[config.mk]
export PLATFORM = sky130hd
export DESIGN_NAME = imem_loader
export DESIGN_NICKNAME = d
export VERILOG_FILES = /design/src/rtl/imem_loader.sv
export SDC_FILE = /design/constraint.sdc
export NUM_CORES = 1
export LEC_CHECK = 0
export ABC_AREA = 1
export BUFFER_PORTS_ARGS = -buffer_cell sky130_fd_sc_hd__buf_2
export CAP_MARGIN = 25
export CORE_MARGIN = 2
export CORE_UTILIZATION = 50
export DETAILED_ROUTE_END_ITERATION = 8
export PLACE_DENSITY = 0.71
export SLEW_MARGIN = 20
export SYNTH_ARGS = -nofsm -noshare
export SYNTH_HDL_FRONTEND = slang
export SYNTH_SLANG_ARGS = --single-unit
[constraint.sdc]
create_clock -name clk -period 3.6 [get_ports clk]
set_input_delay 0.72 -clock clk [delete_from_list [all_inputs] [get_ports clk]]
set_output_delay 0.72 -clock clk [all_outputs]
set_load 0.1 [all_outputs]
[src/rtl/imem_loader.sv]
// Instruction-memory loader: turns a length-prefixed byte stream into 32-bit imem writes.
// Optional trailing checksum byte enabled by defining IMEM_LOADER_CHECKSUM_EN.
module imem_loader #(
    parameter int unsigned MEM_SIZE       = 4096,
    parameter int unsigned ADDR_W         = 12,
    parameter int unsigned TIMEOUT_CYCLES = 65535
) (
    input  logic              clk,
    input  logic              rst,
    input  logic              start,
    input  logic              in_valid,
    input  logic [7:0]        in_data,
    output logic              in_ready,
    output logic              wr_en,
    output logic [ADDR_W-1:0] wr_addr,
    output logic [31:0]       wr_data,
    output logic              cpu_hold,
    output logic              done,
    output logic              err,
    output logic [1:0]        err_code,
    output logic [ADDR_W:0]   words_written
);
    localparam int unsigned TW = $clog2(TIMEOUT_CYCLES + 1);

    localparam logic [2:0] ST_IDLE = 3'd0;
    localparam logic [2:0] ST_LEN  = 3'd1;
    localparam logic [2:0] ST_DATA = 3'd2;
    localparam logic [2:0] ST_DONE = 3'd4;
    localparam logic [2:0] ST_ERR  = 3'd5;
`ifdef IMEM_LOADER_CHECKSUM_EN
    localparam logic [2:0] ST_CSUM = 3'd3;
    localparam logic [2:0] ST_TAIL = ST_CSUM;
`else
    localparam logic [2:0] ST_TAIL = ST_DONE;
`endif

    logic [2:0]        state_q, state_d;
    logic [1:0]        lane_q, lane_d;
    logic [23:0]       buf_q, buf_d;
    logic [ADDR_W:0]   n_q, n_d;
    logic [ADDR_W:0]   cnt_q, cnt_d;
    logic [ADDR_W:0]   cnt_inc;
    logic [TW-1:0]     tmo_q, tmo_d;
    logic [1:0]        code_q, code_d;
    logic              wr_en_q, wr_en_d;
    logic [ADDR_W-1:0] wr_addr_q, wr_addr_d;
    logic [31:0]       wr_data_q, wr_data_d;
    logic              accept;
    logic [31:0]       full;
`ifdef IMEM_LOADER_CHECKSUM_EN
    logic [7:0]        sum_q, sum_d;
    logic [7:0]        sum_next;
`endif

    assign in_ready = (state_q == ST_LEN) || (state_q == ST_DATA)
`ifdef IMEM_LOADER_CHECKSUM_EN
                      || (state_q == ST_CSUM)
`endif
                      ;
    assign accept   = in_ready && in_valid;
    // Bytes shift in from the top, so the 4th byte completes a little-endian word.
    assign full     = {in_data, buf_q};
    assign cnt_inc  = cnt_q + {{ADDR_W{1'b0}}, 1'b1};
`ifdef IMEM_LOADER_CHECKSUM_EN
    assign sum_next = sum_q + in_data;
`endif

    always_comb begin
        state_d   = state_q;
        lane_d    = lane_q;
        buf_d     = buf_q;
        n_d       = n_q;
        cnt_d     = cnt_q;
        tmo_d     = tmo_q;
        code_d    = code_q;
        wr_en_d   = 1'b0;
        wr_addr_d = wr_addr_q;
        wr_data_d = wr_data_q;
`ifdef IMEM_LOADER_CHECKSUM_EN
        sum_d     = sum_q;
`endif

        if (in_ready) begin
            if (accept) begin
                tmo_d  = '0;
                lane_d = lane_q + 2'd1;
                buf_d  = full[31:8];
`ifdef IMEM_LOADER_CHECKSUM_EN
                sum_d  = sum_next;
`endif
            end else if (tmo_q == TW'(TIMEOUT_CYCLES - 1)) begin
                state_d = ST_ERR;
                code_d  = 2'd2;
            end else begin
                tmo_d = tmo_q + TW'(1);
            end
        end

        case (state_q)
            ST_IDLE, ST_DONE, ST_ERR: begin
                if (start) begin
                    state_d = ST_LEN;
                    lane_d  = 2'd0;
                    tmo_d   = '0;
                    cnt_d   = '0;
                    code_d  = 2'd0;
`ifdef IMEM_LOADER_CHECKSUM_EN
                    sum_d   = 8'd0;
`endif
                end
            end
            ST_LEN: begin
                if (accept && lane_q == 2'd3) begin
                    if (full > MEM_SIZE) begin
                        state_d = ST_ERR;
                        code_d  = 2'd1;
                    end else begin
                        n_d     = full[ADDR_W:0];
                        state_d = (full == '0) ? ST_TAIL : ST_DATA;
                    end
                end
            end
            ST_DATA: begin
                if (accept && lane_q == 2'd3) begin
                    wr_en_d   = 1'b1;
                    wr_addr_d = cnt_q[ADDR_W-1:0];
                    wr_data_d = full;
                    cnt_d     = cnt_inc;
                    if (cnt_inc == n_q) begin
                        state_d = ST_TAIL;
                    end
                end
            end
`ifdef IMEM_LOADER_CHECKSUM_EN
            ST_CSUM: begin
                if (accept) begin
                    if (sum_next == 8'd0) begin
                        state_d = ST_DONE;
                    end else begin
                        state_d = ST_ERR;
                        code_d  = 2'd3;
                    end
                end
            end
`endif
            default: ;
        endcase
    end

    always_ff @(posedge clk) begin
        if (rst) begin
            state_q   <= ST_IDLE;
            lane_q    <= 2'd0;
            buf_q     <= '0;
            n_q       <= '0;
            cnt_q     <= '0;
            tmo_q     <= '0;
            code_q    <= 2'd0;
            wr_en_q   <= 1'b0;
            wr_addr_q <= '0;
            wr_data_q <= '0;
`ifdef IMEM_LOADER_CHECKSUM_EN
            sum_q     <= 8'd0;
`endif
        end else begin
            state_q   <= state_d;
            lane_q    <= lane_d;
            buf_q     <= buf_d;
            n_q       <= n_d;
            cnt_q     <= cnt_d;
            tmo_q     <= tmo_d;
            code_q    <= code_d;
            wr_en_q   <= wr_en_d;
            wr_addr_q <= wr_addr_d;
            wr_data_q <= wr_data_d;
`ifdef IMEM_LOADER_CHECKSUM_EN
            sum_q     <= sum_d;
`endif
        end
    end

    assign wr_en         = wr_en_q;
    assign wr_addr       = wr_addr_q;
    assign wr_data       = wr_data_q;
    assign done          = (state_q == ST_DONE);
    assign err           = (state_q == ST_ERR);
    assign cpu_hold      = (state_q != ST_DONE);
    assign err_code      = code_q;
    assign words_written = cnt_q;
endmodule
==> summary.txt <==
status -> finished clean
Hold Violations, Final -> 0
data arrival time of the critical path -> 2510 ps
clk sinks -> 118
Setup Viol. Count Final -> 0
Post-synth top flop -> dfxtp_1
Initial Utilization -> 51.6%
CTS max path bufs -> 2
layout cells sized above 1 -> 15.9%
VDD IR max -> 0.000287 V
Post-synth EDFFs -> 0
headroom to the max-slew limit -> 49.6%
diode count -> 0
core box area -> 10300 µm²
PwrDens -> 617 nW/µm²
CTS Hold Buffers Added -> 0
Die Y -> 107 µm
Die Area -> 11500 µm²
Final period util -> 89.6%
post-route ant nets -> 0
Total Routing Usage GR -> 25.0%
Distinct cells, synth -> 40
CTS Buf Count -> 17
leak pwr -> 2.69 nW
synthesis-stage register bit count -> 118
Max Cap Viol -> 0
YS warnings -> 0
crit path launch type -> flop
Finished Cell Area -> 6330 µm²
Via Count -> 5187
# Post-CTS Setup Buffers -> 0
vias per cell -> 5.36
HPWL Detailed -> 9200 µm
DP Area -> 5770 µm²
Layout area overhead -> 18.8%
post-CTS sizing -> 0
Slew Viols, Final -> 0
RSZ-0062 raised after global routing -> no
Synth Cell Area -> 5330 µm²
CTS tree -> built
GR Overflow Total -> 0
Worst-Skew Late Latency -> 520 ps
Setup crit end kind -> output pin
root buffer cell -> clkbuf_8
Clock transition at path regs -> 60 ps
number of port buffers -> 75
Highest Clock Rate -> 0.310 GHz
maximum net fanout on the critical path -> 4
fin crit period -> 3230 ps
DR DRC count -> 0
DR WL/cell -> 14.1 µm
WP data required -> 2880 ps
vias in the first global route -> 4970
Hold Crit Class -> reg -> reg
TNS Setup -> 0 ps
initial antenna violation count -> 0
Mapped Nets -> 770
I/O pins -> 76
Die W -> 107 µm
cell count after synthesis -> 754
row count -> 37
Tightest Pin Transition -> 756 ps
first-pass GRT wire length -> 22900 µm
Layout Skew -> 8.51 ps
Synth async-reset ratio -> 0%
sequential-to-total area share from yosys stat -> 44.3%
detailed-route wire length -> 13600 µm
nets@finish -> 834
Initial DRT Pass Iterations -> 5
largest net degree at the start of global routing -> 72
GP Congestion -> 0.877
initial drt markers -> 325
Mean Syn Cell Area -> 7.07 µm²
WS Path Type -> reg -> out
H-tree Lvls -> 4
## cells by family after synthesis
group	synth area share [%]
adders and majority gates	0.939
buffers and inverters	8.19
and+or+nand+nor	31.4
AOI/OAI and AO/OA	14.5
DFF	44.3
xor gates and xnor gates	0.657
## worst max-delay path, cell delays in order, from the launching register on
cell and delay [ps]:
dfxtp_1 370, nand2_1 110, nor3_1 300, nand2_1 160, nor2_4 210, nand2_1 140, nand2_1 100, inv_1 60
nor2_1 100, buf_2 440
## layer usage
metal  vias up  wire length, µm  global-route usage, %
met5         -                0                      0
met4         0              244                   8.44
met3        29              813                   6.36
met2       157             6470                   42.2
met1      2399             6080                   31.0
li1       2602                -                      -
## per-stage QoR
step / hold slack [ps] / util, % / worst slack (ps) / power [mW] / instances
2_1_floorplan: 443 / - / 351 / 2.14 / 754
3_3_place_gp: 447 / 55.9 / 1060 / 2.30 / 935
3_5_place_dp: 452 / 55.9 / 983 / 2.31 / 935
4_1_cts: 465 / 61.4 / 426 / 3.92 / 967
5_1_grt: 480 / 61.4 / 231 / 4.08 / 967
6_report: 460 / 61.4 / 375 / 3.91 / 967
## layout make-up
type,instances,area [µm²]
Inverter,74,285
Sequential cell,118,2360
Tap cell,136,170
Timing Repair Buffer,80,413
Multi-Input combinational cell,527,2540
Fill cell,952,3990
Clock buffer,23,467
Clock inverter,9,100
## cell usage after synthesis (2+ instances only)
master	number	area share, %
buf_1	6	0.42
nand3_2	2	0.38
a21oi_1	66	6.2
a31oi_1	5	0.59
inv_2	3	0.21
nand4_1	13	1.5
o21ai_0	45	4.2
nor3b_1	2	0.28
ha_1	4	0.94
nor2_1	138	9.7
inv_1	69	4.9
buf_2	10	0.94
nand2_2	3	0.35
nand3_1	66	6.2
dfxtp_1	118	44
xor2_1	3	0.49
nand2_1	136	9.6
clkbuf_1	18	1.3
nor3_1	6	0.56
a211oi_1	19	2.7
nor2_4	3	0.63
## placed cells by master (no fill, tap or decap), drive strengths merged, types with 13 or more instances in the layout
cell type	instances
nor2	143
a211oi	19
nand4	13
a21oi	66
dfxtp	118
buf	80
nand2	141
o21ai	45
clkbuf	23
inv	74
nand3	69
## power breakdown
group | total [mW] | switching (mW) | internal (mW)
Sequential | 1.51 | 0.116 | 1.40
Combinational | 0.786 | 0.600 | 0.186
Clock | 1.61 | 0.579 | 1.03
## registers in the layout, indices dropped and copies added (netlist names)
name           flops
lane_q             2
wr_en              1
buf_q             24
wr_data           32
tmo_q             16
err_code           2
n_q               13
state_q            3
wr_addr           12
words_written     13
## worst paths after layout
| kind | start | end | slack (ps) | cells after the start |
|---|---|---|---|---|
| worst max register to register | state_q[1] | words_written[6] | 1140 | 11 |
| worst max-delay path | tmo_q[13] | err | 370 | 9 |
| worst min register to register | wr_data[12] | wr_data[12] | 460 | 2 |
| worst min-delay path | wr_data[12] | wr_data[12] | 460 | 2 |
(Power assumes the default switching activity.)
